`src/rtl/cpu_pkg.sv`:
```
// cpu_pkg: constants and types shared by the CPU pipeline stages.
//   NOP_INSTR - encoding injected into the pipeline for bubbles/flushes
//   INSTR_W   - architectural instruction width
//   PC_RESET  - program counter value after Reset and during loading
//   fetch_sel_e - which action the IF stage takes on an edge, in priority order
package cpu_pkg;

  localparam int          INSTR_W   = 32;
  localparam logic [31:0] NOP_INSTR = 32'h0000_0000;
  localparam logic [31:0] PC_RESET  = 32'h0000_0000;

  typedef enum logic [1:0] {
    FETCH_ADVANCE  = 2'd0,
    FETCH_HOLD     = 2'd1,
    FETCH_REDIRECT = 2'd2
  } fetch_sel_e;

endpackage

```
`src/rtl/instr_mem.sv`:
```
// instr_mem: instruction storage, DEPTH words of DATA_W bits.
//   clk     - rising-edge clock for writes
//   we_i    - write enable
//   waddr_i - word index to write
//   wdata_i - word to write
//   raddr_i - word index to read
//   rdata_o - combinational read data
// The array has no reset so a loaded program survives a CPU Reset.
module instr_mem #(
  parameter  int DEPTH  = 64,
  parameter  int DATA_W = 32,
  localparam int ADDR_W = $clog2(DEPTH)
) (
  input  logic              clk,
  input  logic              we_i,
  input  logic [ADDR_W-1:0] waddr_i,
  input  logic [DATA_W-1:0] wdata_i,
  input  logic [ADDR_W-1:0] raddr_i,
  output logic [DATA_W-1:0] rdata_o
);

  logic [DATA_W-1:0] mem [DEPTH];

  always_ff @(posedge clk) begin
    if (we_i) begin
      mem[waddr_i] <= wdata_i;
    end
  end

  assign rdata_o = mem[raddr_i];

endmodule

```
`src/rtl/instr_fetch_stage.sv`:
```
// instr_fetch_stage: IF stage of the pipelined MIPS CPU.
// Owns the instruction memory and its sequential loader, the PC and the
// IF/ID pipeline register.
//   clk, Reset           - clock, asynchronous active-high reset
//   LoadInstructions     - load mode: one Instruction word written per edge
//   Instruction          - word to load
//   stall                - hold PC and IF/ID (from ID hazard unit)
//   branch_taken         - redirect PC to branch_target, flush IF/ID
//   branch_target        - byte address of redirect (low 2 bits ignored)
//   if_id_instr/pc4/valid- IF/ID register contents towards decode
//   load_count           - words loaded since last Reset
//   load_full            - memory filled, further load words dropped
// Optional build macro IFETCH_PERF_EN adds fetch_count and bubble_count
// (saturating performance counters, cleared by Reset).
module instr_fetch_stage
  import cpu_pkg::*;
#(
  parameter  int DEPTH  = 64,
  parameter  int DATA_W = 32,
  localparam int ADDR_W = $clog2(DEPTH)
) (
  input  logic              clk,
  input  logic              Reset,
  input  logic              LoadInstructions,
  input  logic [DATA_W-1:0] Instruction,
  input  logic              stall,
  input  logic              branch_taken,
  input  logic [31:0]       branch_target,
  output logic [DATA_W-1:0] if_id_instr,
  output logic [31:0]       if_id_pc4,
  output logic              if_id_valid,
`ifdef IFETCH_PERF_EN
  output logic [31:0]       fetch_count,
  output logic [31:0]       bubble_count,
`endif
  output logic [ADDR_W:0]   load_count,
  output logic              load_full
);

  localparam logic [DATA_W-1:0] NOP_W     = DATA_W'(NOP_INSTR);
  localparam logic [ADDR_W:0]   DEPTH_CNT = (ADDR_W+1)'(DEPTH);

  logic [31:0]       pc_q, pc_d;
  logic [DATA_W-1:0] instr_q, instr_d;
  logic [31:0]       pc4_q, pc4_d;
  logic              valid_q, valid_d;
  logic [ADDR_W:0]   wr_ptr_q, wr_ptr_d;
  // Length of the most recent program. Deliberately not cleared by Reset:
  // it describes memory contents, which also survive Reset, and is what
  // makes fetches past the end of the program return NOP.
  logic [ADDR_W:0]   prog_len_q, prog_len_d;

  logic              full;
  logic              mem_we;
  logic [DATA_W-1:0] mem_rdata;
  logic              rd_ok;
  logic [DATA_W-1:0] fetch_word;
  fetch_sel_e        fetch_sel;

  assign full   = (wr_ptr_q == DEPTH_CNT);
  assign mem_we = LoadInstructions && !full;

  instr_mem #(
    .DEPTH  (DEPTH),
    .DATA_W (DATA_W)
  ) u_mem (
    .clk     (clk),
    .we_i    (mem_we),
    .waddr_i (wr_ptr_q[ADDR_W-1:0]),
    .wdata_i (Instruction),
    .raddr_i (pc_q[ADDR_W+1:2]),
    .rdata_o (mem_rdata)
  );

  // A read is real only inside the memory window and below the program end.
  assign rd_ok      = (pc_q[31:ADDR_W+2] == '0) &&
                      ({1'b0, pc_q[ADDR_W+1:2]} < prog_len_q);
  assign fetch_word = rd_ok ? mem_rdata : NOP_W;

  always_comb begin
    fetch_sel = FETCH_ADVANCE;
    if (branch_taken) begin
      fetch_sel = FETCH_REDIRECT;
    end else if (stall) begin
      fetch_sel = FETCH_HOLD;
    end
  end

  always_comb begin
    pc_d       = pc_q;
    instr_d    = instr_q;
    pc4_d      = pc4_q;
    valid_d    = valid_q;
    wr_ptr_d   = wr_ptr_q;
    prog_len_d = prog_len_q;
    if (LoadInstructions) begin
      pc_d    = PC_RESET;
      instr_d = NOP_W;
      pc4_d   = 32'h0;
      valid_d = 1'b0;
      if (mem_we) begin
        wr_ptr_d   = wr_ptr_q + 1'b1;
        prog_len_d = wr_ptr_q + 1'b1;
      end
    end else begin
      unique case (fetch_sel)
        FETCH_REDIRECT: begin
          pc_d    = branch_target & ~32'h3;
          instr_d = NOP_W;
          pc4_d   = 32'h0;
          valid_d = 1'b0;
        end
        FETCH_HOLD: ;
        FETCH_ADVANCE: begin
          instr_d = fetch_word;
          pc4_d   = pc_q + 32'd4;
          valid_d = 1'b1;
          pc_d    = pc_q + 32'd4;
        end
        default: ;
      endcase
    end
  end

  always_ff @(posedge clk or posedge Reset) begin
    if (Reset) begin
      pc_q     <= PC_RESET;
      instr_q  <= NOP_W;
      pc4_q    <= 32'h0;
      valid_q  <= 1'b0;
      wr_ptr_q <= '0;
    end else begin
      pc_q     <= pc_d;
      instr_q  <= instr_d;
      pc4_q    <= pc4_d;
      valid_q  <= valid_d;
      wr_ptr_q <= wr_ptr_d;
    end
  end

  always_ff @(posedge clk) begin
    prog_len_q <= prog_len_d;
  end

  assign if_id_instr = instr_q;
  assign if_id_pc4   = pc4_q;
  assign if_id_valid = valid_q;
  assign load_count  = wr_ptr_q;
  assign load_full   = full;

`ifdef IFETCH_PERF_EN
  logic [31:0] fetch_cnt_q, bubble_cnt_q;

  always_ff @(posedge clk or posedge Reset) begin
    if (Reset) begin
      fetch_cnt_q  <= '0;
      bubble_cnt_q <= '0;
    end else if (!LoadInstructions) begin
      if (fetch_sel == FETCH_ADVANCE && fetch_cnt_q != 32'hFFFF_FFFF) begin
        fetch_cnt_q <= fetch_cnt_q + 32'd1;
      end
      if (fetch_sel != FETCH_ADVANCE && bubble_cnt_q != 32'hFFFF_FFFF) begin
        bubble_cnt_q <= bubble_cnt_q + 32'd1;
      end
    end
  end

  assign fetch_count  = fetch_cnt_q;
  assign bubble_count = bubble_cnt_q;
`endif

endmodule

```
`config.mk`:
```
export PLATFORM = sky130hd
export DESIGN_NAME = instr_fetch_stage
export DESIGN_NICKNAME = d
export VERILOG_FILES = /design/src/rtl/cpu_pkg.sv /design/src/rtl/instr_mem.sv /design/src/rtl/instr_fetch_stage.sv
export SDC_FILE = /design/constraint.sdc
export NUM_CORES = 2
export LEC_CHECK = 0
export BUFFER_PORTS_ARGS = -buffer_cell sky130_fd_sc_hd__buf_2
export CAP_MARGIN = 40
export CORE_ASPECT_RATIO = 2
export CORE_UTILIZATION = 60
export DETAILED_ROUTE_END_ITERATION = 7
export HOLD_SLACK_MARGIN = 0.02
export PLACE_DENSITY = 0.77
export SYNTH_ARGS = -nofsm -noshare
export SYNTH_HDL_FRONTEND = slang
export SYNTH_SLANG_ARGS = --single-unit
```
`constraint.sdc`:
```
create_clock -name clk -period 5.2 [get_ports clk]
set_input_delay 0.26 -clock clk [delete_from_list [all_inputs] [get_ports clk]]
set_output_delay 0.26 -clock clk [all_outputs]
set_load 0.005 [all_outputs]
```
==> run metrics <==
layout cells sized above 1=25.13%; Max Clock Freq=0.2567 GHz; max incr delay on CP=0.84 ns; Final Non-Filler Cells=6460; CP Max Fanout=19; Final Hold Fails=0; Avg WL per Cell=36.28 µm; global route total overflow=0; largest net degree at the start of global routing=99; fin. max-slew vios=0; Skew-Pair Late Insertion Delay=0.83 ns; die height=529.7 µm; Worst Max-Slew Pin Slew=0.9771 ns; cts repair resizes=0; Core Rows=193; Synth top cells by count=2055 x edfxtp_1, 414 x mux4_2, 241 x mux2i_1; Leak=30.02 nW; critical hold path startpoint=LoadInstructions; crit path from=load_count[3]; critical-path cell list=or3_1 > nor3_1 > or3_1 > nor2_4 > buf_4; pre-CTS WS=1.384 ns; top-count cell post-synth=edfxtp_1; critical setup path kind=reg -> reg; status=complete, but fails checks; area delta synth->final=13.64%; endpoints failing setup=0; Synth async-reset ratio=4.685%; required time worst endpoint=5.70 ns; crit end category=flop; final core occ=68.74%; TritonRoute pass-1 iters=8; crit path max-delay cell type=nor2_4; Placed Cells=6067; area of the core=0.1381 mm²; flops & latches, synth=2156; CP arrival=4.39 ns; first-pass GRT wire length=327200 µm; Unique masters post-synth=68; Bufs and invs on worst path=1; yosys warns=0; max cap viols=0; Layout Nets=4545; GP Congestion=0.9065; antenna violations before repair=16; CTS Buf Count=180; Reg area=0.06425 mm²; crit start category=flop; syn avg cell area=20.35 µm²; clk sinks=2156; Max Root-Sink Buffers=4; root buf cell=clkbuf_16; Die W=265.9 µm; Post-CTS Setup Bufs=0; synthesized area=0.08355 mm²; vias in the first global route=45.32k; initial DRC count=6140; CTS tree=built; TNS Setup=0 ns; EDFF count, synth=2055; failing checks=design-rule violations; Die Footprint=0.1408 mm²; sequential-to-total area share from yosys stat=76.89%; Reg clk slew, reported paths=0.07 ns; vias=45.11k; syn nets=4182; DRT Wirelength=234400 µm; number of port buffers=139; Max-Slew Margin vs Limit=34.71%; Routed Antenna Nets=0; H-tree Lvls=4; ys flop type=edfxtp_1; Multi-input gate area=0.01863 mm²; PwrDens=386.2 mW/mm²; DP Wirelength=141100 µm; DR vias/cell=6.982; Synth area leaders=edfxtp_1 74%, mux4_2 11%, dfrtp_1 3.0%; crit-path leading delay family=simple AND/OR/NAND/NOR gates; RSZ-0062 raised after global routing=false; Peak VDD IR=0.2875 mV; HP Class=in -> reg; Yosys top cell area share=73.86%; Crit path top cell by count=or3_1; io pins=142; fillers=8274; RR Startpoint=load_count[3]; Post-Synthesis Cells=4105; worst setup margin=1.305 ns; DRC Markers=2; Initial Utilization=60.48%; skew final=0.04322 ns; area leader, netlist=edfxtp_1; GRT Total Usage=33.64%; clock period minus worst slack=3.895 ns; fin crit share=74.91%
where the power goes:
group	leakage (nW)	switching, W	internal, W
combinational	7.35	0.00213	0.00112
sequential	19.9	0.000275	0.0196
clock	2.82	0.00609	0.00742
cell type report:
type | instances | area share [%]
multi-input combinational | 1687 | 19.62
antenna | 4 | 0.01054
inverter | 15 | 0.06457
clock inverter | 101 | 1.020
clock buffer | 217 | 5.042
sequential | 2156 | 67.68
timing repair buffer | 428 | 4.126
tap | 1852 | 2.441
what timing repair did:
| item | 4_1_cts | 5_1_grt |
|---|---|---|
| setup endpoints to repair | 0 | 0 |
| hold endpoints to repair | 972 | 0 |
| hold buffers | 68 | 0 |
worst register-to-register path, delay by kind of cell (launching register included):
family | cells | cell delay, ns
DFF | 1 | 0.60
buffers and inverters | 1 | 0.41
and+or+nand+nor | 4 | 2.55
layer usage:
layer	GRT usage, %	share of wire (%)	vias up
met4	23.15	8.0	12
li1	-	-	17680
met5	0	0.035	-
met2	56.94	51	3319
met3	6.330	9.8	870
met1	38.89	31	23230
worst paths after layout:
| check | end | slack (ns) | depth (start not counted) |
|---|---|---|---|
| max | u_mem.mem[2][5] | 1.30 | 5 |
| min | pc_q[7] | 0.07 | 2 |
| max reg2reg | u_mem.mem[2][5] | 1.30 | 5 |
| min reg2reg | if_id_valid | 0.47 | 2 |
| max in group asynchronous | if_id_instr[24] | 3.83 | 4 |
| min in group asynchronous | if_id_instr[28] | 0.13 | 3 |
flip-flops by register name (all words and copies together) (netlist names):
signal       cells
if_id_instr     32
if_id_valid      1
load_count       7
prog_len_q       7
pc_q            30
u_mem.mem     2048
if_id_pc4       31
per-stage QoR:
stage / total power [W] / area [µm²] / hold WS [ns]
after floorplan: 0.02187 / 83550 / 0.3589
after global placement: 0.02321 / 87620 / 0.4462
after detailed placement: 0.02341 / 88460 / 0.4436
after CTS: 0.03666 / 94900 / 0.03441
after global routing: 0.03742 / 94940 / 0.08062
final: 0.03667 / 94940 / 0.07140
logic make-up (layout without fill, tap and decap cells):
| logic type | count (synthesis) | in the layout | synth area share, % |
|---|---|---|---|
| AO/OA/AOI/OAI | 439 | 439 | 3.659 |
| AND/OR/NAND/NOR | 502 | 502 | 2.866 |
| adder cells (fa/ha/maj) | 8 | 8 | 0.1198 |
| other | 0 | 4 | 0 |
| buffers and inverters | 262 | 761 | 1.474 |
| multiplexers | 680 | 680 | 14.38 |
| flip-flops | 2156 | 2156 | 76.89 |
| XOR/XNOR | 58 | 58 | 0.6080 |
layout by cell type, fill, tap and decap left out, types with 11 or more instances in the layout:
cell / synthesis / routed
o22ai_1: 45 / 45
xnor2_1: 32 / 32
a21oi_1: 47 / 47
dfrtp_1: 101 / 95
nand4_1: 23 / 23
mux2_2: 25 / 25
a22oi_1: 100 / 100
nor2_4: 0 / 65
nor3_1: 18 / 18
o221ai_1: 12 / 12
clkbuf_16: 0 / 183
inv_1: 12 / 11
or3_1: 14 / 14
mux2i_1: 241 / 241
xor2_1: 26 / 26
nor2_1: 142 / 77
nand3_1: 66 / 66
buf_16: 0 / 11
buf_2: 81 / 139
buf_12: 0 / 49
edfxtp_1: 2055 / 2055
clkinv_2: 0 / 35
nor4_1: 15 / 13
clkinv_1: 2 / 32
mux4_2: 414 / 414
clkbuf_1: 114 / 26
a211oi_1: 21 / 21
nand2_1: 143 / 143
dlygate4sd3_1: 0 / 68
o211ai_1: 15 / 15
nor2b_1: 22 / 17
buf_4: 27 / 153
a221oi_1: 44 / 44
o21ai_0: 85 / 85
bufinv_16: 0 / 17
Note: power is estimated with default switching activity, not from simulation.
